## src/rtl/sync_reset_timer_if.sv

```systemverilog
// Output bundle of the reset stretcher: the stretched reset and its cycle counter.
interface sync_reset_timer_if #(
    parameter int unsigned LENGTH = 7
);
    localparam int unsigned CountW = $clog2(LENGTH + 1);

    logic              reset_out;
    logic [CountW-1:0] count;

    // Timer drives the bundle
    modport master (
        output reset_out,
        output count
    );

    // Downstream logic observes the bundle
    modport slave (
        input reset_out,
        input count
    );
endinterface

```

## src/rtl/sync_reset_timer.sv

```systemverilog
// Reset stretcher: asserts reset_out asynchronously whenever reset_in is low and after power-up,
// then holds it for LENGTH rising clk edges before releasing it synchronously.
module sync_reset_timer #(
    parameter int unsigned LENGTH = 7
) (
    input  logic                clk,
    input  logic                reset_in,
    sync_reset_timer_if.master  bus
);
    localparam int unsigned CountW = $clog2(LENGTH + 1);
    localparam logic [CountW-1:0] CountMax  = CountW'(LENGTH);
    localparam logic [CountW-1:0] CountLast = CountW'(LENGTH - 1);

    // Power-up values come from the initialisers, so reset_out is high at time 0 without
    // needing any reset_in activity.
    logic [CountW-1:0] count_q = '0;
    logic              reset_out_q = 1'b1;
    logic [CountW-1:0] count_d;
    logic              reset_out_d;

    // Next state: count up to LENGTH and saturate; release on the LENGTH-1 -> LENGTH edge.
    always_comb begin
        count_d     = count_q;
        reset_out_d = reset_out_q;
        if (count_q < CountMax) begin
            count_d = count_q + CountW'(1);
            if (count_q == CountLast) begin
                reset_out_d = 1'b0;
            end
        end
    end

    // State register; a low reset_in wins over any clock edge and restarts the stretch.
    always_ff @(posedge clk or negedge reset_in) begin
        if (!reset_in) begin
            count_q     <= '0;
            reset_out_q <= 1'b1;
        end else begin
            count_q     <= count_d;
            reset_out_q <= reset_out_d;
        end
    end

    assign bus.reset_out = reset_out_q;
    assign bus.count     = count_q;
endmodule

```

## src/flat_wrapper.sv

```systemverilog
// flat-port wrapper written by rule: the top's interface ports become plain ports
module sync_reset_timer_flat 
#(
    parameter int unsigned LENGTH = 7
)
  (clk, reset_in, bus_reset_out, bus_count);
  sync_reset_timer_if #(.LENGTH(LENGTH)) bus_i ();
  input  logic clk;
  input  logic reset_in;
  output wire logic [$bits(bus_i.reset_out)-1:0] bus_reset_out;
  output wire logic [$bits(bus_i.count)-1:0] bus_count;
  assign bus_reset_out = bus_i.reset_out;
  assign bus_count = bus_i.count;
  sync_reset_timer #(.LENGTH(LENGTH)) u_core (.clk(clk), .reset_in(reset_in), .bus(bus_i));
endmodule
```

## config.mk

```make
export PLATFORM = sky130hd
export DESIGN_NAME = sync_reset_timer_flat
export DESIGN_NICKNAME = d
export VERILOG_FILES = /design/src/rtl/sync_reset_timer_if.sv /design/src/rtl/sync_reset_timer.sv /design/src/flat_wrapper.sv
export SDC_FILE = /design/constraint.sdc
export NUM_CORES = 1
export LEC_CHECK = 0
export CAP_MARGIN = 20
export CORE_AREA = 2 2 39 41
export CTS_BUF_LIST = sky130_fd_sc_hd__clkbuf_4 sky130_fd_sc_hd__clkbuf_8 sky130_fd_sc_hd__clkbuf_16
export DETAILED_ROUTE_END_ITERATION = 7
export DIE_AREA = 0 0 41 43
export SYNTH_ARGS = -nofsm -noshare
export SYNTH_HDL_FRONTEND = slang
export SYNTH_SLANG_ARGS = --single-unit
export TNS_END_PERCENT = 50
```

## constraint.sdc

```tcl
create_clock -name clk -period 1.25 [get_ports clk]
set_input_delay 0.25 -clock clk [delete_from_list [all_inputs] [get_ports clk]]
set_output_delay 0.25 -clock clk [all_outputs]
set_load 0.05 [all_outputs]
```

==> metrics.md <==
| Metric | Value |
|---|---|
| Final Wtd Congestion | `just over 0.6` |
| Largest net degree at the start of global routing | `6` |
| Syn Area/Cell | `about 11 sq um` |
| Final hold vios | `0` |
| Fmax | `856 MHz` |
| DRC viols | `0` |
| Register area share after synthesis | `0.579` |
| Syn Inst Count | `16` |
| Post-route setup TNS | `0 ns` |
| Slew at the pin closest to its max-slew limit | `~0.21 ns` |
| Critical R2R Launch | `u_core.bus.count[0]` |
| Hold_buf cts | `0` |
| RSZ-0062 raised after global routing | `no` |
| Die area | `~1800 sq um` |
| Max Fanout on Critical Path | `2` |
| Share of layout cells above drive strength 1 | `0.400` |
| Syn_nets | `20` |
| Yosys warns | `0` |
| CTS resizes | `0` |
| TritonCTS clock tree | `yes` |
| Crit path DAT | `between 0.9 and 1 ns` |
| Cell leakage power | `about 0.00015 uW` |
| Slew Viols, Final | `0` |
| TritonRoute pass-1 iters | `4` |
| Worst skew pair latency | `0.24 ns` |
| Port Buffers | `5` |
| First-pass GRT wire length | `586 um` |
| Antenna Violating Nets Remaining | `0` |
| R2R Path End | `u_core.bus.count[2]` |
| Die width | `around 40 um` |
| I/O Pins | `6` |
| Crit path cell chain | `buf_12` |
| Slowest Stage Delay on Critical Path | `0.54 ns` |
| Via count | `138` |
| Drt total wl | `approximately 320 um` |
| # diodes | `0` |
| H-Tree Depth | `1` |
| Status | `finished, final reports clean` |
| CP endpoint kind | `output pin` |
| CP Class | `reg2out` |
| Area growth, synth to finish | `80.0%` |
| CP required | `1.00 ns` |
| Min cycle time layout | `approximately 1.2 ns` |
| Peak VDD IR | `between 600 and 700 uV` |
| Number of setup buffers added after CTS | `0` |
| Clock buffer depth | `2` |
| Synth top area cells | `dfrtp_1, dfstp_2, ha_1` |
| Yosys top cell area share | `0.429` |
| Gr ovfl total | `0` |
| Reg clk slew, reported paths | `around 0.040 ns` |
| Slowest CP cell | `dfstp_2` |
| Core Footprint | `~1400 sq um` |
| Fill count | `approximately 140` |
| Hold Crit Class | `in2async` |
| Tot GR Track Use | `0.0633` |
| Hpwl dp | `between 200 and 250 um` |
| Routed wire per std cell | `7.78 um` |
| Synth area leader | `dfrtp_1` |
| Initial antenna violation count | `0` |
| Count of state elements after synthesis | `4` |
| Count of cell types in the netlist | `10` |
| Hold_ws | `~0.21 ns` |
| Vias in the first global route | `between 100 and 150` |
| Final worst path period share | `0.935` |
| CP delay by family, top | `flip-flops` |
| R2R depth | `3` |
| Setup crit start | `u_core.bus.reset_out` |
| CP Launch Type | `register` |
| Pwr Density | `~1100 nW/um^2` |
| FP Rows | `14` |
| Root Buffer | `clkbuf_4` |
| CP bufs+invs | `1` |
| DR iter-0 viols | `2` |
| Total CTS buffers | `3` |
| CTS Sinks | `4` |
| Die Ht | `approximately 43 um` |
| # setup viols final | `0` |
| Flop-to-flop setup slack | `around 0.24 ns` |
| Nets | `30` |
| CP endpoint | `bus_reset_out` |
| Initial Utilization | `0.127` |
| Post-Syn Area | `around 180 sq um` |
| Max-cap violations | `0` |
| Via-per-instance ratio | `~3.4` |
| Worst slew margin | `0.858` |
| Clk_skew | `0.00376 ns` |
| Logic depth of the worst path, buffers included | `1` |
==> worst register-to-register path, delay by kind of cell (launching register included) <==
family	cells	cell delay [ns]
DFF	1	0.44
and+or+nand+nor	1	0.15
adders and majority gates	1	0.24
AOI/OAI and AO/OA	1	0.12
==> cells in the mapped netlist <==
| library cell | number |
|---|---|
| a31oi_1 | 1 |
| ha_1 | 2 |
| o21ai_0 | 1 |
| a21oi_2 | 1 |
| nand2_1 | 3 |
| inv_1 | 2 |
| nor2_1 | 1 |
| dfrtp_1 | 3 |
| dfstp_2 | 1 |
| and2_1 | 1 |
==> flip-flops by register name (all words and copies together), names as in the netlist <==
register,flops
u_core.bus.count,3
u_core.bus.reset_out,1
==> final cells by class <==
cell class	count	area (sq um)	area share
Clock buffer	4	30.0	0.0952
Inverter	2	7.51	0.0238
Multi-Input combinational cell	10	66.3	0.210
Sequential cell	4	101	0.321
Tap cell	16	20.0	0.0635
Timing Repair Buffer	5	90.1	0.286
==> per-layer routing <==
layer / vias up / wire [um] / share of wire / GRT usage
met4: 0 / 10 / 0.031 / 0.0600
li1: 69 / - / - / -
met1: 59 / 138 / 0.43 / 0.0613
met3: 3 / 55 / 0.17 / 0.0942
met2: 7 / 116 / 0.36 / 0.0531
met5: - / 0 / 0 / 0
==> worst min path at each step <==
stage | from | end | slack [ns]
finish | reset_in | u_core.bus.count[1] | 0.21
global placement | u_core.bus.reset_out | u_core.bus.reset_out | 0.45
global route | reset_in | u_core.bus.count[1] | 0.21
CTS | reset_in | u_core.bus.count[1] | 0.21
detailed placement | u_core.bus.reset_out | u_core.bus.reset_out | 0.45
floorplan | reset_in | u_core.bus.count[0] | -0.05
==> kinds of logic (layout without fill, tap and decap cells) <==
group,after synthesis,count (layout),share of synthesized area
AND/OR/NAND/NOR,5,5,0.121
flip-flops,4,4,0.579
AO/OA/AOI/OAI,3,3,0.114
adder cells (fa/ha/maj),2,2,0.143
buffers and inverters,2,11,0.0429
==> where the power goes <==
| part | leakage [uW] | internal (uW) | total (uW) | switching, uW |
|---|---|---|---|---|
| sequential | 0.0000365 | 130 | 130 | 0 |
| combinational | 0.0000907 | 2.78 | 5.35 | 2.57 |
| clock | 0.0000184 | 142 | 205 | 63.3 |
| total | 0.000146 | 275 | 341 | 65.9 |
==> through the flow <==
| stage | utilization | power [uW] | cell area (sq um) | setup WS [ns] | std cells |
|---|---|---|---|---|---|
| 2_1_floorplan | - | 132 | 175 | 0.0208 | 16 |
| 3_3_place_gp | 0.206 | 137 | 285 | 0.258 | 37 |
| 3_5_place_dp | 0.206 | 137 | 285 | 0.248 | 37 |
| 4_1_cts | 0.228 | 353 | 315 | 0.0682 | 41 |
| 5_1_grt | 0.228 | 371 | 315 | 0.0496 | 41 |
| 6_report | 0.228 | 341 | 315 | 0.0814 | 41 |
==> cell usage in the layout (no fill, tap or decap), drive strengths merged <==
cell type,netlist,routed
clkbuf,0,4
nand2,3,3
dfrtp,3,3
dfstp,1,1
ha,2,2
a21oi,1,1
inv,2,2
and2,1,1
nor2,1,1
buf,0,4
o21ai,1,1
clkdlybuf4s50,0,1
a31oi,1,1
No activity file was read; power rests on OpenSTA's default activity.
